$ cat config.mk
export PLATFORM = sky130hd
export DESIGN_NAME = piso_serializer32_flat
export DESIGN_NICKNAME = d
export VERILOG_FILES = /design/src/rtl/piso_serializer32_if.sv /design/src/rtl/piso_serializer32.sv /design/src/flat_wrapper.sv
export SDC_FILE = /design/constraint.sdc
export NUM_CORES = 1
export LEC_CHECK = 0
export CAP_MARGIN = 0
export CORE_ASPECT_RATIO = 1.25
export CORE_MARGIN = 5
export CORE_UTILIZATION = 35
export DETAILED_ROUTE_END_ITERATION = 10
export GPL_TIMING_DRIVEN = 0
export PLACE_DENSITY = 0.62
export SYNTH_ARGS = -nofsm -noshare
export SYNTH_HDL_FRONTEND = slang
export SYNTH_SLANG_ARGS = --single-unit
export TNS_END_PERCENT = 10
$ cat constraint.sdc
create_clock -name clk -period 2.6 [get_ports clk]
set_input_delay 0.26 -clock clk [delete_from_list [all_inputs] [get_ports clk]]
set_output_delay 0.26 -clock clk [all_outputs]
set_load 0.01 [all_outputs]
$ cat src/rtl/piso_serializer32_if.sv
`default_nettype none
// ============================================================================
//  Module      : piso_serializer32_if
//  Description : Load handshake and serial output bundle for piso_serializer32.
//                The master side is the surrounding logic: it presents words
//                and applies sink backpressure. The slave side is the
//                serializer.
//  Revision    : 1.0  initial release
// ============================================================================
interface piso_serializer32_if #(
  parameter int WIDTH = 32
) ();

  logic [WIDTH-1:0] din;
  logic             load_valid;
  logic             load_ready;
  logic             sout_ready;
  logic             sout;
  logic             sout_valid;
  logic             frame_start;
  logic             frame_end;
  logic             busy;

  modport master (
    output din,
    output load_valid,
    output sout_ready,
    input  load_ready,
    input  sout,
    input  sout_valid,
    input  frame_start,
    input  frame_end,
    input  busy
  );

  modport slave (
    input  din,
    input  load_valid,
    input  sout_ready,
    output load_ready,
    output sout,
    output sout_valid,
    output frame_start,
    output frame_end,
    output busy
  );

endinterface
`default_nettype wire

$ cat src/rtl/piso_serializer32.sv
`default_nettype none
// ============================================================================
//  Module      : piso_serializer32
//  Description : Parallel-in serial-out stage. Takes a WIDTH-bit word through
//                a valid/ready handshake and shifts it out one bit per cycle
//                the sink is ready, flagging the first and last bit of each
//                word. All state changes on the falling clock edge so it sits
//                on the same edge as the upstream parallel register.
//  Revision    : 1.0  initial release
// ============================================================================
module piso_serializer32 #(
  parameter int WIDTH     = 32,
  parameter bit MSB_FIRST = 1'b1
) (
  input  logic                clk,
  input  logic                rst,
  piso_serializer32_if.slave  bus
);

  localparam int             CNT_W   = $clog2(WIDTH);
  localparam logic [CNT_W-1:0] CNT_TOP = CNT_W'(WIDTH - 1);
  localparam logic [CNT_W-1:0] CNT_ONE = CNT_W'(1);
  localparam logic [CNT_W-1:0] CNT_ZERO = '0;

  typedef enum logic [0:0] {
    ST_IDLE  = 1'b0,
    ST_SHIFT = 1'b1
  } state_t;

  state_t           r_state;
  state_t           w_state_nxt;
  logic [WIDTH-1:0] r_shreg;
  logic [WIDTH-1:0] w_shreg_nxt;
  logic [CNT_W-1:0] r_cnt;
  logic [CNT_W-1:0] w_cnt_nxt;

  logic [WIDTH-1:0] w_shifted;
  logic             w_head;
  logic             w_shifting;
  logic             w_last;
  logic             w_load_ready;
  logic             w_accept;

  // Bit order only changes which end of the register is presented and which
  // way the word moves; zeros fill in behind the outgoing bit.
  generate
    if (MSB_FIRST) begin : g_msb_first
      assign w_head    = r_shreg[WIDTH-1];
      assign w_shifted = {r_shreg[WIDTH-2:0], 1'b0};
    end else begin : g_lsb_first
      assign w_head    = r_shreg[0];
      assign w_shifted = {1'b0, r_shreg[WIDTH-1:1]};
    end
  endgenerate

  assign w_shifting = (r_state == ST_SHIFT);
  assign w_last     = (r_cnt == CNT_ZERO);

  // A new word can enter when idle, or on the very edge the last bit of the
  // current word is consumed, which gives back-to-back words with no bubble.
  // Held low during reset so nothing is taken while the block is cleared.
  always_comb begin
    w_load_ready = 1'b0;
    if (!rst) begin
      w_load_ready = (r_state == ST_IDLE) ||
                     (w_shifting && w_last && bus.sout_ready);
    end
  end

  assign w_accept = bus.load_valid && w_load_ready;

  // State, shift register and bit counter update on the falling edge;
  // reset clears everything immediately, discarding any word in flight.
  always_ff @(negedge clk or posedge rst) begin
    if (rst) begin
      r_state <= ST_IDLE;
      r_shreg <= '0;
      r_cnt   <= CNT_ZERO;
    end else begin
      r_state <= w_state_nxt;
      r_shreg <= w_shreg_nxt;
      r_cnt   <= w_cnt_nxt;
    end
  end

  // Next-state logic: load on accept, advance one bit per ready cycle, and
  // freeze completely while the sink stalls.
  always_comb begin
    w_state_nxt = r_state;
    w_shreg_nxt = r_shreg;
    w_cnt_nxt   = r_cnt;
    case (r_state)
      ST_IDLE: begin
        if (w_accept) begin
          w_state_nxt = ST_SHIFT;
          w_shreg_nxt = bus.din;
          w_cnt_nxt   = CNT_TOP;
        end
      end
      ST_SHIFT: begin
        if (bus.sout_ready) begin
          if (!w_last) begin
            w_shreg_nxt = w_shifted;
            w_cnt_nxt   = r_cnt - CNT_ONE;
          end else if (w_accept) begin
            w_shreg_nxt = bus.din;
            w_cnt_nxt   = CNT_TOP;
          end else begin
            w_state_nxt = ST_IDLE;
          end
        end
      end
      default: begin
        w_state_nxt = ST_IDLE;
      end
    endcase
  end

  // Serial outputs are a pure decode of the registered state, so they stay
  // stable for the whole cycle and through stalls. The line idles at zero.
  always_comb begin
    bus.sout        = 1'b0;
    bus.sout_valid  = 1'b0;
    bus.busy        = 1'b0;
    bus.frame_start = 1'b0;
    bus.frame_end   = 1'b0;
    if (w_shifting) begin
      bus.sout        = w_head;
      bus.sout_valid  = 1'b1;
      bus.busy        = 1'b1;
      bus.frame_start = (r_cnt == CNT_TOP);
      bus.frame_end   = w_last;
    end
  end

  assign bus.load_ready = w_load_ready;

endmodule
`default_nettype wire

$ cat src/flat_wrapper.sv
// flat-port wrapper written by rule: the top's interface ports become plain ports
module piso_serializer32_flat 
#(
  parameter int WIDTH     = 32,
  parameter bit MSB_FIRST = 1'b1
)
  (clk, rst, bus_din, bus_load_valid, bus_sout_ready, bus_load_ready, bus_sout, bus_sout_valid, bus_frame_start, bus_frame_end, bus_busy);
  piso_serializer32_if #(.WIDTH(WIDTH)) bus_i ();
  input  logic clk;
  input  logic rst;
  input wire logic [$bits(bus_i.din)-1:0] bus_din;
  input wire logic [$bits(bus_i.load_valid)-1:0] bus_load_valid;
  input wire logic [$bits(bus_i.sout_ready)-1:0] bus_sout_ready;
  output wire logic [$bits(bus_i.load_ready)-1:0] bus_load_ready;
  output wire logic [$bits(bus_i.sout)-1:0] bus_sout;
  output wire logic [$bits(bus_i.sout_valid)-1:0] bus_sout_valid;
  output wire logic [$bits(bus_i.frame_start)-1:0] bus_frame_start;
  output wire logic [$bits(bus_i.frame_end)-1:0] bus_frame_end;
  output wire logic [$bits(bus_i.busy)-1:0] bus_busy;
  assign bus_i.din = bus_din;
  assign bus_i.load_valid = bus_load_valid;
  assign bus_i.sout_ready = bus_sout_ready;
  assign bus_load_ready = bus_i.load_ready;
  assign bus_sout = bus_i.sout;
  assign bus_sout_valid = bus_i.sout_valid;
  assign bus_frame_start = bus_i.frame_start;
  assign bus_frame_end = bus_i.frame_end;
  assign bus_busy = bus_i.busy;
  piso_serializer32 #(.WIDTH(WIDTH), .MSB_FIRST(MSB_FIRST)) u_core (.clk(clk), .rst(rst), .bus(bus_i));
endmodule
==> metrics <==
status complete, but fails checks; failing checks negative setup slack; Netlist Area Pre-Place 1890 µm²; mean post-synth cell area approximately 12 µm²; reg2reg setup slack 120 ps; Yosys top cell by area dfrtn_1; final wirelength 4680 µm; grt ovf 0; commonest non-fill, non-tap cell in the layout dfrtn_1; hold path start u_core.r_shreg[24]; Top delay family on crit path simple AND/OR/NAND/NOR gates; RR Endpoint u_core.r_state; VDD IR-drop max between 0.3 and 0.4 mV; Die X roughly 76 µm; largest net degree at the start of global routing 39; Hold/Removal Path Class reg -> reg; sequential fraction of the synthesis area 50.4%; Core Area ~5300 µm²; number of synthesized flops with an enable pin 0; Residual DRC 0; total track usage roughly 15%; CP peak stage delay 370 ps; Layout Cells excl Fill between 200 and 300; # IOs 42; DR iter-0 viols 80; clock sink count 38; WP data arrival ~2800 ps; CP Cell Sequence inv_2, ha_4, nor4b_4, nand2_2, a21oi_2, buf_2; slack of the critical path -455 ps; Ant. Diodes 0; post-route ant nets 0; switch share approximately 28%; r2r startpoint u_core.r_cnt[0]; ys flop type dfrtn_1; most frequent cells in the layout dfrtn_1 (38), clkdlybuf4s50_1 (33), and3_1 (31), a221o_1 (31), buf_4 (22); Layout area overhead 40.1%; Register Area 951 µm²; FF-to-FF path depth 15; maximum fanout along the worst path 3; Max H-tree Level 2; Seq pwr share 47.7%; RePlAce Congestion roughly 0.74; clock share of power 27.8%; Critical Path Slowest Stage Cell dfrtn_1; cell area after layout 2640 µm²; WHS Endpoint u_core.r_shreg[24]; Cells on Worst Hold Path 1; wire length of the first global-routing pass around 8000 µm; vias in the first global route between 1500 and 2000; Buf/Inv on CP 2; CTS root buffer clkbuf_8; initial antenna violation count 0; post-DP HPWL just over 3000 µm; Worst slew margin 45.7%; Required @ worst endpoint between 2000 and 2500 ps; async set-reset flop share out of synthesis 100%; TritonCTS clock tree yes; full die area approximately 7000 µm²; Cell Rows 30; pwr dens roughly 580 nW/µm²; CP startpoint kind flop; via/cell ratio 5.37; syn_nets ~200; Tightest Pin Transition 813 ps; die height 92.1 µm; Fin. Hold Viols 0; fillers 517; clock buffer depth 2; RSZ-0062 raised after global routing yes; P_sw around 0.00043 W; vias between 1500 and 2000; placed cells between 200 and 300; initial core utilization a little over a third; max-cap violation count 0; Mapped Cells about 160; Worst-Skew Late Latency around 300 ps; Leak Pwr ~1.3 nW; total clock buffers created by CTS 5; top cell type's share of synthesized area roughly half; Worst setup EP type primary output; max-slew violations 0; Setup CP Type reg -> out; number of iterations in the first detailed-routing pass 4; combinational power share roughly a quarter; Yosys warning count 0; Int Power between 0.001 and 0.0015 W; Synth cell types 33; placed cell areas 2400 µm²; Final Setup Violations 38; port bufs a little over 40; footprint of the multi-input gates ~840 µm²; Synth area leaders dfrtn_1 (50%), a221o_1 (16%), and3_1 (10%), buf_6 (4.2%), ha_1 (2.0%); share of cells above drive strength 1 between 20% and 30%; Post-CTS Hold Buffers 0; final net count ~270; Max Clock Skew 5.95 ps; WL per Instance ~16 µm; clk slew on worst S/H paths ~50 ps; number of synthesized register bits 38
[stage by stage]
step	util, %	hold WS [ps]	setup slack (ps)	power (W)	TNS [ps]
5_1_grt	49.6	462	-553	0.00163	-12690
3_3_place_gp	45.0	448	-753	0.00105	-52970
6_report	49.6	451	-455	0.00154	-9070
3_5_place_dp	45.0	452	-695	0.00106	-27820
2_1_floorplan	-	415	-53.5	0.000930	-53.5
4_1_cts	49.4	455	-489	0.00156	-9230
[logic make-up after synthesis]
| family | synth area share (%) |
|---|---|
| AND/OR/NAND/NOR | 17.0 |
| AO/OA/AOI/OAI | 22.9 |
| flip-flops | 50.4 |
| buffers and inverters | 7.23 |
| adder cells (fa/ha/maj) | 1.99 |
| XOR/XNOR | 0.464 |
[power by group through the flow]
stage | Sequential, W | Combinational (W) | Clock [W]
CTS | 0.000735 | 0.000379 | 0.000448
floorplan | 0.000737 | 0.000193 | 0
global route | 0.000745 | 0.000421 | 0.000464
finish | 0.000735 | 0.000378 | 0.000430
detailed placement | 0.000754 | 0.000301 | 0
global placement | 0.000755 | 0.000298 | 0
[per-layer routing]
metal  global-route usage (%)  vias to the layer above  wire [µm]  part of all wire, %
met1                     18.1                      767       2040                   44
met2                     23.8                       36       2300                   49
met3                     3.95                        7        263                  5.6
met4                     5.98                        0         75                  1.6
li1                         -                      754          -                    -
met5                        0                        -          0                    0
[how the worst max path moves through the flow]
stage | start | endpoint | depth (start not counted)
after global placement | rst | u_core.r_shreg[4] | 2
after floorplan | u_core.r_cnt[0] | bus_load_ready | 5
after CTS | u_core.r_cnt[0] | bus_load_ready | 6
after detailed placement | bus_sout_ready | u_core.r_cnt[4] | 6
after global routing | u_core.r_cnt[0] | bus_load_ready | 6
final | u_core.r_cnt[0] | bus_load_ready | 6
[cells in the mapped netlist (2+ instances only)]
| cell type | count |
|---|---|
| a21oi_1 | 3 |
| nand2_1 | 4 |
| buf_6 | 7 |
| and2_1 | 3 |
| inv_1 | 3 |
| nand3_1 | 3 |
| nand2b_1 | 2 |
| a221o_1 | 31 |
| buf_4 | 2 |
| or2_2 | 2 |
| nor2_1 | 2 |
| buf_2 | 4 |
| dfrtn_1 | 38 |
| o221a_1 | 2 |
| clkbuf_1 | 3 |
| and3_1 | 31 |
| ha_1 | 3 |
[flip-flops by register name, summed over array words and instances (netlist names)]
signal	cells
u_core.r_cnt	5
u_core.r_shreg	32
u_core.r_state	1
[layout make-up]
type,instances,area share [%]
inverter,3,0.426
timing repair buffer,60,20.3
clock inverter,2,0.473
sequential,38,36.0
tap,64,3.03
clock buffer,6,3.12
buffer,16,5.02
multi-input combinational,102,31.7
[repair_timing]
item / in CTS / in global routing
gates resized for setup: 31 / 4
buffers inserted: 18 / 1
endpoints found under the setup margin: 42 / 39
pin swaps: 3 / 3
endpoints found under the hold margin: 0 / 0
Note: power is estimated with default switching activity, not from simulation.
